[src/rtl/even_parity_pkg.sv]
// Shared definitions for the even-parity serial transmitter and its matching checker.
package even_parity_pkg;

   typedef enum logic [2:0] {
      IDLE,
      START,
      DATA,
      PARITY,
      STOP
   } state_e;

   localparam logic START_BIT  = 1'b0;
   localparam logic STOP_BIT   = 1'b1;
   localparam logic IDLE_LEVEL = 1'b1;

   // Counter width able to hold n-1; never narrower than one bit.
   function automatic int cnt_width(input int n);
      return (n > 1) ? $clog2(n) : 1;
   endfunction

endpackage

[src/rtl/even_parity_gen.sv]
// XOR reduction of a W-bit word; shared by the transmitter and the receive-side checker.
module even_parity_gen #(
   parameter int W = 3
) (
   input  logic [W-1:0] data_i,
   output logic         parity_o
);

   assign parity_o = ^data_i;

endmodule

[src/rtl/even_parity_serial_tx.sv]
// Serial frame transmitter: start, DATA_W bits LSB first, parity, stop; BIT_CYCLES clocks per bit.
// Define EVEN_PARITY_TX_ODD_EN to send the inverted (odd) parity bit.
module even_parity_serial_tx
   import even_parity_pkg::*;
#(
   parameter int DATA_W     = 3,
   parameter int BIT_CYCLES = 4
) (
   input  logic              clk,
   input  logic              rst_n,
   input  logic [DATA_W-1:0] in,
   input  logic              in_valid,
   output logic              in_ready,
   output logic              tx,
   output logic              busy,
   output logic              frame_done
);

   localparam int CNT_W = cnt_width(BIT_CYCLES);
   localparam int IDX_W = cnt_width(DATA_W);
   localparam logic [CNT_W-1:0] CNT_LAST = CNT_W'(BIT_CYCLES - 1);
   localparam logic [IDX_W-1:0] IDX_LAST = IDX_W'(DATA_W - 1);

`ifdef EVEN_PARITY_TX_ODD_EN
   localparam logic PAR_INV = 1'b1;
`else
   localparam logic PAR_INV = 1'b0;
`endif

   state_e            state_q, state_d;
   logic [CNT_W-1:0]  cnt_q, cnt_d;
   logic [IDX_W-1:0]  idx_q, idx_d;
   logic [DATA_W-1:0] data_q, data_d;
   logic              par_q, par_d;
   logic              tx_q, tx_d;
   logic              par_w;
   logic              bit_end;
   logic [DATA_W-1:0] shr_w;

   even_parity_gen #(.W(DATA_W)) u_par (
      .data_i   (in),
      .parity_o (par_w)
   );

   assign bit_end = (cnt_q == CNT_LAST);
   assign shr_w   = data_q >> 1;

   always_ff @(posedge clk or negedge rst_n) begin
      if (!rst_n) begin
         state_q <= IDLE;
         cnt_q   <= '0;
         idx_q   <= '0;
         data_q  <= '0;
         par_q   <= 1'b0;
         tx_q    <= IDLE_LEVEL;
      end else begin
         state_q <= state_d;
         cnt_q   <= cnt_d;
         idx_q   <= idx_d;
         data_q  <= data_d;
         par_q   <= par_d;
         tx_q    <= tx_d;
      end
   end

   // tx_d is the level of the bit the next state will present, so tx is a pure flop output.
   always_comb begin
      state_d = state_q;
      cnt_d   = cnt_q;
      idx_d   = idx_q;
      data_d  = data_q;
      par_d   = par_q;
      tx_d    = tx_q;
      unique case (state_q)
         IDLE: begin
            tx_d = IDLE_LEVEL;
            if (in_valid) begin
               state_d = START;
               data_d  = in;
               par_d   = par_w ^ PAR_INV;
               cnt_d   = '0;
               idx_d   = '0;
               tx_d    = START_BIT;
            end
         end
         START: begin
            cnt_d = cnt_q + CNT_W'(1);
            if (bit_end) begin
               cnt_d   = '0;
               state_d = DATA;
               tx_d    = data_q[0];
            end
         end
         DATA: begin
            cnt_d = cnt_q + CNT_W'(1);
            if (bit_end) begin
               cnt_d = '0;
               if (idx_q == IDX_LAST) begin
                  state_d = PARITY;
                  tx_d    = par_q;
               end else begin
                  idx_d  = idx_q + IDX_W'(1);
                  data_d = shr_w;
                  tx_d   = shr_w[0];
               end
            end
         end
         PARITY: begin
            cnt_d = cnt_q + CNT_W'(1);
            if (bit_end) begin
               cnt_d   = '0;
               state_d = STOP;
               tx_d    = STOP_BIT;
            end
         end
         STOP: begin
            cnt_d = cnt_q + CNT_W'(1);
            if (bit_end) begin
               cnt_d   = '0;
               idx_d   = '0;
               state_d = IDLE;
               tx_d    = IDLE_LEVEL;
            end
         end
         default: begin
            state_d = IDLE;
            cnt_d   = '0;
            idx_d   = '0;
            tx_d    = IDLE_LEVEL;
         end
      endcase
   end

   assign in_ready   = (state_q == IDLE);
   assign busy       = (state_q != IDLE);
   assign frame_done = (state_q == STOP) && bit_end;
   assign tx         = tx_q;

endmodule

[config.mk]
export PLATFORM = sky130hd
export DESIGN_NAME = even_parity_serial_tx
export DESIGN_NICKNAME = d
export VERILOG_FILES = /design/src/rtl/even_parity_pkg.sv /design/src/rtl/even_parity_gen.sv /design/src/rtl/even_parity_serial_tx.sv
export SDC_FILE = /design/constraint.sdc
export NUM_CORES = 1
export LEC_CHECK = 0
export ABC_AREA = 1
export BUFFER_PORTS_ARGS = -buffer_cell sky130_fd_sc_hd__buf_2
export CAP_MARGIN = 20
export CORE_MARGIN = 3
export CORE_UTILIZATION = 55
export CTS_BUF_LIST = sky130_fd_sc_hd__clkbuf_16
export DETAILED_ROUTE_END_ITERATION = 7
export HOLD_SLACK_MARGIN = 0.06
export MAX_ROUTING_LAYER = met4
export PLACE_DENSITY = 0.76
export SKIP_LAST_GASP = 1
export SLEW_MARGIN = 10
export SYNTH_ARGS = -nofsm -noshare
export SYNTH_HDL_FRONTEND = slang
export SYNTH_SLANG_ARGS = --single-unit
[constraint.sdc]
create_clock -name clk -period 1.5 [get_ports clk]
set_input_delay 0.3 -clock clk [delete_from_list [all_inputs] [get_ports clk]]
set_output_delay 0.3 -clock clk [all_outputs]
set_load 0.02 [all_outputs]
==> impl_results.md <==
* Fmax at 0.684 GHz
* Final hold violations at 0
* Synth unique cells at 20
* Gr ovfl total at 0
* Area contributors post-synth: dfrtp_1, nand2_1, nand3_1
* Clock network power share at 19.0%
* Share of cells above drive strength 1 at 32.0%
* Pwr dens at 2540 nW/um^2
* Placed insts at 132
* Largest net degree at the start of global routing at 13
* Crit. End Element: output port
* Core Util, Final at 75.2%
* Psw at 1.19 mW
* #FFs+latches synth at 12
* Initial Utilization at 60.1%
* Inserted Clock Buffers at 3
* Area Growth Syn to Fin at 25.0%
* First-pass DRT Iterations at 4
* Post-Route WL at 1.74 mm
* Rows at 13
* Wire per inst at 12.1 um
* CP required at 1.20 ns
* DIE WIDTH at 44.4 um
* CTS tree: built
* Clk buf depth at 2
* Final min period at 1.46 ns
* Slew headroom at 82.2%
* Remaining DRCs at 0
* Most common cell after layout, fill and taps aside: nand2_1
* Clock sinks at 12
* Run status: finished, final reports clean
* Mapped Cells at 108
* CTS H-Tree Depth at 1
* Tcrit/Tclk final at 97.4%
* Syn Area/Cell at 7.52 um^2
* Antenna Diode Count at 0
* Peak VDD IR at 1.34 mV
* First-pass GRT wire length at 3.22 mm
* Clock-pin slew on the worst setup and hold paths at 0.04 ns
* Non-Filler Instances at 143
* Vias post-DR at 764
* Synth Warn # at 0
* Unrepaired setup endpoints after global routing: yes
* Fin nets at 137
* Setup violations, final at 0
* DR iter-0 viols at 15
* HP Class: primary input to flip-flop
* Mapped Nets at 116
* Syn Std Cell Area at 812 um^2
* Yosys top cell area share at 33.9%
* Worst skew pair latency at 0.24 ns
* PortBufs at 9
* Antenna Violating Nets Remaining at 0
* Number of vias per cell at 5.34
* DP HPWL at 1.23 mm
* Crit Path Class: flip-flop to output port
* Crit path arrival time at 1.16 ns
* Max Cap Viol at 0
* Multi-input gate area at 457 um^2
* Startpoint type of the worst setup path: flip-flop
* Leak at 0.549 nW
* Max-slew violations at 0
* Register area at 305 um^2
* GP Congestion at 0.814
* Slew @ Worst Pin at 0.267 ns
* Yosys top cell by area: dfrtp_1
* Root Driver: clkbuf_16
* P_int at 1.39 mW
* Antenna violations before repair at 0
* Tot GR Track Use at 23.4%
* Height of the die at 44.4 um
* Worst Hold Slack at 0.368 ns
* Filler cells at 107
* Worst Skew at 0.000977 ns
* Worst Slack Setup Final at 0.0386 ns
* Most frequent cells in the layout: nand2_1, nand3_1
* Setup WS pre-CTS at 0.122 ns
* Crit path max fanout at 7
* Vias in the first global route at 752
* # IOs at 10
* Sequential power share at 24.5%
* Die ar. at 1970 um^2
* Register area share after synthesis at 37.1%
* Comb pwr share at 56.5%
* Core area at 1350 um^2
* Switching Share at 46.1%
==> critical path, stage by stage (launching register included) <==
cell     delay [ns]
dfrtp_1        0.38
ha_1           0.19
inv_2          0.13
nor2_1         0.06
buf_4          0.15
==> per-stage QoR <==
step / total power [mW] / setup TNS (ns) / area, um^2
after floorplan: 1.66 / 0 / 812
after global placement: 1.87 / 0 / 872
after detailed placement: 1.92 / 0 / 872
after CTS: 2.52 / 0 / 992
after global routing: 2.80 / -0.0103 / 1010
final: 2.58 / 0 / 1010
==> path summary, 6_finish.rpt <==
check                                        from                endpoint  slack (ns)  depth (start not counted)
setup / recovery             cnt_q[1]$_DFFE_PN0N_              frame_done        0.04                          4
hold / removal                              in[1]       par_q$_DFFE_PN0P_        0.37                          4
setup reg to reg           state_q[2]$_DFFE_PN0P_  state_q[2]$_DFFE_PN0P_        0.18                          7
hold reg to reg             data_q[2]$_DFFE_PN0P_   data_q[2]$_DFFE_PN0P_        0.47                          2
max in group asynchronous                   rst_n          tx$_DFFE_PN1P_        0.76                          2
min in group asynchronous                   rst_n  state_q[1]$_DFFE_PN0P_        0.47                          2
==> cell usage after synthesis <==
master and instances:
a21oi_1 1, buf_6 1, dfrtp_1 11, dfstp_2 1, ha_1 2, inv_1 10, inv_2 2, nand2_1 41
nand2_2 1, nand2_4 4, nand3_1 12, nand3_2 1, nand3_4 1, nand3b_1 1, nand4_1 2, nor2_1 7
nor2_2 2, nor2_4 4, o21ai_0 2, xnor2_1 2
==> layer usage <==
| metal | up-vias | global-route usage, % | wire length (um) |
|---|---|---|---|
| li1 | 380 | - | - |
| met1 | 358 | 28.2 | 784 |
| met2 | 19 | 35.5 | 827 |
| met3 | 7 | 3.66 | 64 |
| met4 | 0 | 16.3 | 61 |
| met5 | - | - | 0 |
==> cell families after synthesis <==
family	Yosys count	share of synthesized area [%]
flops	12	37.1
compound gates	3	1.85
xor+xnor	2	2.16
simple gates	76	48.8
buf+inv	13	6.93
fa+ha+maj	2	3.08
==> power by group through the flow <==
stage	clock network, mW	registers (mW)	logic (mW)
after floorplan	0	0.603	1.06
after global placement	0	0.641	1.23
after detailed placement	0	0.647	1.27
after CTS	0.496	0.627	1.39
after global routing	0.509	0.648	1.64
final	0.490	0.631	1.46
==> registers in the layout (all words and copies together), names as in the netlist <==
register,cells
state_q,3
tx,1
idx_q,2
par_q,1
cnt_q,2
data_q,3
==> timing repair <==
item,CTS,global route
gates resized for setup,3,4
pin swaps,1,0
endpoints found under the hold margin,11,0
hold buffers,1,0
buffers inserted,4,2
endpoints found under the setup margin,3,2
==> layout make-up <==
class	count	share of cell area (%)
clock buffers	3	7.40
multi-input cells	83	45.0
repair buffers	17	10.9
inverters	12	4.44
well taps	15	1.85
flip-flops and latches	12	30.1
clock inverters	1	0.370
(Power assumes the default switching activity.)
